$ cat src/rtl/handshake_rr_scheduler.sv
// Round-robin scheduler with grant lock sharing one downstream valid/ready channel among NumReq requesters.
// Optional statistics counters (handshakes, stall cycles) are built when HS_SCHED_STATS_EN is defined.
module handshake_rr_scheduler #(
  parameter int NumReq   = 4,
  parameter int IdxWidth = (NumReq > 1) ? $clog2(NumReq) : 1,
  parameter int CntWidth = 16
) (
  input  logic                clk_i,
  input  logic                rst_i,
  input  logic [NumReq-1:0]   req_valid_i,
  output logic [NumReq-1:0]   req_ready_o,
  input  logic [NumReq-1:0]   req_mask_i,
  output logic                dst_valid_o,
  input  logic                dst_ready_i,
  output logic [IdxWidth-1:0] dst_idx_o,
  output logic                busy_o
`ifdef HS_SCHED_STATS_EN
  ,
  input  logic                stat_clr_i,
  output logic [CntWidth-1:0] stat_hs_cnt_o,
  output logic [CntWidth-1:0] stat_stall_cnt_o
`endif
);

  typedef enum logic {
    IDLE   = 1'b0,
    LOCKED = 1'b1
  } state_e;

  state_e              state_q;
  state_e              state_d;
  logic [IdxWidth-1:0] idx_q;
  logic [NumReq-1:0]   elig;
  logic                hs;
  logic                arb_en;
  logic                win_found;

  if (NumReq < 1 || CntWidth < 1) begin : g_param_check
    $error("handshake_rr_scheduler: NumReq and CntWidth must both be >= 1");
  end

  assign elig   = req_valid_i & req_mask_i;
  assign hs     = (state_q == LOCKED) && dst_ready_i;
  assign arb_en = (state_q == IDLE) || hs;

  assign dst_valid_o = (state_q == LOCKED);
  assign busy_o      = (state_q == LOCKED);
  assign dst_idx_o   = idx_q;

  for (genvar gi = 0; gi < NumReq; gi++) begin : g_ready
    assign req_ready_o[gi] = hs && (idx_q == IdxWidth'(gi));
  end

  always_comb begin
    state_d = state_q;
    if (arb_en) begin
      state_d = win_found ? LOCKED : IDLE;
    end
  end

  always_ff @(posedge clk_i) begin
    if (rst_i) begin
      state_q <= IDLE;
    end else begin
      state_q <= state_d;
    end
  end

  if (NumReq > 1) begin : g_multi
    localparam logic [IdxWidth:0] NumReqW = (IdxWidth + 1)'(NumReq);

    logic [IdxWidth-1:0] idx_d;
    logic [IdxWidth-1:0] ptr_q;
    logic [IdxWidth-1:0] ptr_d;
    logic [IdxWidth-1:0] win_idx;

    function automatic logic [IdxWidth-1:0] wrap_add(input logic [IdxWidth-1:0] base,
                                                     input logic [IdxWidth:0]   ofs);
      logic [IdxWidth:0] sum;
      sum = {1'b0, base} + ofs;
      if (sum >= NumReqW) begin
        sum = sum - NumReqW;
      end
      return sum[IdxWidth-1:0];
    endfunction

    // Search starts from the post-handshake pointer so the requester just served ranks last.
    always_comb begin
      ptr_d     = hs ? wrap_add(idx_q, (IdxWidth + 1)'(1)) : ptr_q;
      win_found = 1'b0;
      win_idx   = ptr_d;
      for (int k = NumReq - 1; k >= 0; k--) begin
        if (elig[wrap_add(ptr_d, (IdxWidth + 1)'(k))]) begin
          win_found = 1'b1;
          win_idx   = wrap_add(ptr_d, (IdxWidth + 1)'(k));
        end
      end
      idx_d = idx_q;
      if (arb_en && win_found) begin
        idx_d = win_idx;
      end
    end

    always_ff @(posedge clk_i) begin
      if (rst_i) begin
        idx_q <= '0;
        ptr_q <= '0;
      end else begin
        idx_q <= idx_d;
        ptr_q <= ptr_d;
      end
    end
  end else begin : g_single
    assign win_found = elig[0];
    assign idx_q     = '0;
  end

`ifdef HS_SCHED_STATS_EN
  logic [CntWidth-1:0] hs_cnt_q;
  logic [CntWidth-1:0] hs_cnt_d;
  logic [CntWidth-1:0] stall_cnt_q;
  logic [CntWidth-1:0] stall_cnt_d;

  // Clear wins over a same-cycle increment; both counters wrap naturally.
  always_comb begin
    hs_cnt_d    = hs_cnt_q;
    stall_cnt_d = stall_cnt_q;
    if (stat_clr_i) begin
      hs_cnt_d    = '0;
      stall_cnt_d = '0;
    end else begin
      if (hs) begin
        hs_cnt_d = hs_cnt_q + CntWidth'(1);
      end
      if ((state_q == LOCKED) && !dst_ready_i) begin
        stall_cnt_d = stall_cnt_q + CntWidth'(1);
      end
    end
  end

  always_ff @(posedge clk_i) begin
    if (rst_i) begin
      hs_cnt_q    <= '0;
      stall_cnt_q <= '0;
    end else begin
      hs_cnt_q    <= hs_cnt_d;
      stall_cnt_q <= stall_cnt_d;
    end
  end

  assign stat_hs_cnt_o    = hs_cnt_q;
  assign stat_stall_cnt_o = stall_cnt_q;
`else
  // No statistics hardware in this build.
`endif

endmodule

$ cat config.mk
export PLATFORM = sky130hd
export DESIGN_NAME = handshake_rr_scheduler
export DESIGN_NICKNAME = d
export VERILOG_FILES = /design/src/rtl/handshake_rr_scheduler.sv
export SDC_FILE = /design/constraint.sdc
export NUM_CORES = 1
export LEC_CHECK = 0
export ABC_AREA = 0
export ABC_CLOCK_PERIOD_IN_PS = 2600
export CAP_MARGIN = 20
export CORE_AREA = 2 2 39 41
export CTS_CLUSTER_SIZE = 40
export DETAILED_ROUTE_END_ITERATION = 8
export DIE_AREA = 0 0 41 43
export PLACE_DENSITY = 0.7
export RECOVER_POWER = 100
export SYNTH_ARGS = -nofsm -noshare
export SYNTH_HDL_FRONTEND = slang
export SYNTH_SLANG_ARGS = --single-unit
$ cat constraint.sdc
create_clock -name clk_i -period 2.6 [get_ports clk_i]
set_clock_uncertainty 0.2 [all_clocks]
set_input_delay 0.39 -clock clk_i [delete_from_list [all_inputs] [get_ports clk_i]]
set_output_delay 0.39 -clock clk_i [all_outputs]
set_load 0.02 [all_outputs]
==> reports/results.ini <==
[power]
ir_drop_mv=0.203
p_leak_nw=0.286
powerDensity_nw_per_um2=425
power.total_w=0.000279

[timing]
tightest_slew_ns=0.581
rsz0062_at_grt=false
period_share_pct=94.5
hold_viol_final=0
slew_viol_final=0
fin_tns_setup_ns=0
finalCriticalPeriod_ns=2.46
finalSetupViolCount=0
clock.fmax_mhz=407
slew_headroom_pct=60.2

[cells_and_area]
final.fill_count=146
num_antenna_cells=0
syn2layout_area_growth_pct=43.6
final_cell_area_um2=656
fin_nets=88
drive_above_1_share_pct=16.7
final_util_pct=47.4
layoutNonFillerInstCount=88

[critical_path]
r2r_cells=6
start_kind=input port
required_ns=2.01
r2r-end=dst_idx_o[1]
crit_path_max_fanout=6
timing.reg2reg.setup_slack_ns=0.39
path_class=in -> out
end_kind=output pin
rr_startpoint=dst_idx_o[0]
arrival_ns=1.87

[logic_synthesis]
synth_cell_types=27
syn_inst=51
yosysTopAreaCell=dfxtp_1
ys_seq_area_share_pct=21.9
synthArstFlopShare_pct=0
avgSynthCellArea_um2=8.95
ys_ff_latch=5
yosys-top-cells-count=dfxtp_1 (5), inv_1 (5), nand2_1 (5)
synthTopCellsByArea=dfxtp_1 (22%), ha_1 (11%), mux2i_4 (9.9%)
synth_area_um2=457
ys.flop_type=dfxtp_1
yosysTopAreaCellShare_pct=21.9
synth_edf_count=0
yosysWarningCount=0
syn_nets=66

[grt]
grt_max_degree=10
grt_pass1_wl_um=1690
grt_usage_pct=13.4
antenna_found_initial=0
grt_pass1_vias=456
gr-total-overflow=0

[placed_design]
io_buffers=18
place_congestion=0.822
place_area_um2=649
placed_cells=84
dp_hpwl_um=765

[cts]
cts_tree=built
clk_pin_slew_ns=0.04
cts_resized=0
clkSinkCount=5
cts_root_buf=clkbuf_4
numCtsBuffers=3
htree_levels=1
holdBufCountCts=0
worstSkewPairLatency_ns=0.24
clockBufferDepth=2
cts_setup_buffers=0

[detailed_routing]
first_pass_iters=4
wirelength_um=944
wire_per_inst_um=10.7
final_antenna_net_count=0
post-route-drc-count=0
dr_total_vias=455
drt_iter0_markers=9
viasPerCell=5.17

[min_path]
whs_path_depth=2
hold_start=dst_idx_o[0]
hp-class=reg -> reg
min_to=dst_idx_o[0]

[floorplan]
die_h_um=43
start_util_pct=33.0
rows=14
core_area_um2=1380
fp.dieW_um=41
die_area_um2=1760
io_pins=19

[status]
status=complete, no violations

[job]
cap_violations=0

## flip-flops by register name, summed over array words and instances, names as in the netlist
register and cells:
busy_o 1, dst_idx_o 2, g_multi.ptr_q 2
## cells in the final DEF (no fill, tap or decap), types with 2 or more instances in the layout
cell	Yosys	final
mux2i_1	1	2
nand2_1	5	6
clkdlybuf4s50_1	0	10
inv_1	5	5
dfxtp_1	5	5
o21ai_0	1	2
a21oi_1	2	2
dlygate4sd3_1	0	8
a211oi_2	2	2
clkbuf_4	0	3
nor2_1	4	4
ha_1	4	4
and3_2	4	4
## power by group
group          leakage (nW)  switching, W  total [W]  internal (W)
sequential           0.0413    0.00000852  0.0000922     0.0000837
clock                0.0150     0.0000302  0.0000881     0.0000579
combinational         0.230     0.0000497  0.0000985     0.0000488
total                 0.286     0.0000884   0.000279      0.000190
## metrics by stage
| stage | hold slack, ns | setup WS [ns] |
|---|---|---|
| 5_1_grt | 0.407 | 0.0913 |
| 6_report | 0.374 | 0.144 |
| 3_5_place_dp | 0.377 | 0.213 |
| 3_3_place_gp | 0.366 | 0.249 |
| 2_1_floorplan | 0.255 | 0.649 |
| 4_1_cts | 0.389 | 0.203 |
## logic make-up after synthesis
kind of cell | count (synthesis) | share of synthesized area, %
AO/OA/AOI/OAI | 16 | 29.0
adder cells (fa/ha/maj) | 4 | 11.0
flip-flops | 5 | 21.9
multiplexers | 3 | 12.1
buffers and inverters | 6 | 5.75
AND/OR/NAND/NOR | 17 | 20.3
## worst max path at each step
stage               depth (start not counted)         start  slack, ns             end
finish                                      3   dst_ready_i       0.14  req_ready_o[3]
global route                                3   dst_ready_i       0.09  req_ready_o[1]
CTS                                         4  dst_idx_o[0]       0.20  req_ready_o[2]
detailed placement                          3   dst_ready_i       0.21  req_ready_o[2]
global placement                            3   dst_ready_i       0.25  req_ready_o[1]
floorplan                                   7  dst_idx_o[0]       0.65    dst_idx_o[0]
## area by class of cell
type	instances	area (µm²)	share of cell area, %
Multi-Input combinational cell	40	310	47.3
Clock buffer	4	26.3	4.01
Timing Repair Buffer	18	180	27.5
Sequential cell	5	100	15.3
Tap cell	16	20.0	3.05
Inverter	5	18.8	2.86
## worst max-delay path, cell delays in order
cell and delay [ns]:
dlygate4sd3_1 0.62, and3_2 0.19, dlygate4sd3_1 0.66
## per-layer routing
layer | global-route usage, % | share of wire, % | vias up
met5 | 0 | 0 | -
li1 | - | - | 230
met1 | 15.2 | 42 | 210
met3 | 1.57 | 6.3 | 0
met2 | 22.8 | 51 | 15
met4 | 6.67 | 0 | 0
(Power assumes the default switching activity.)
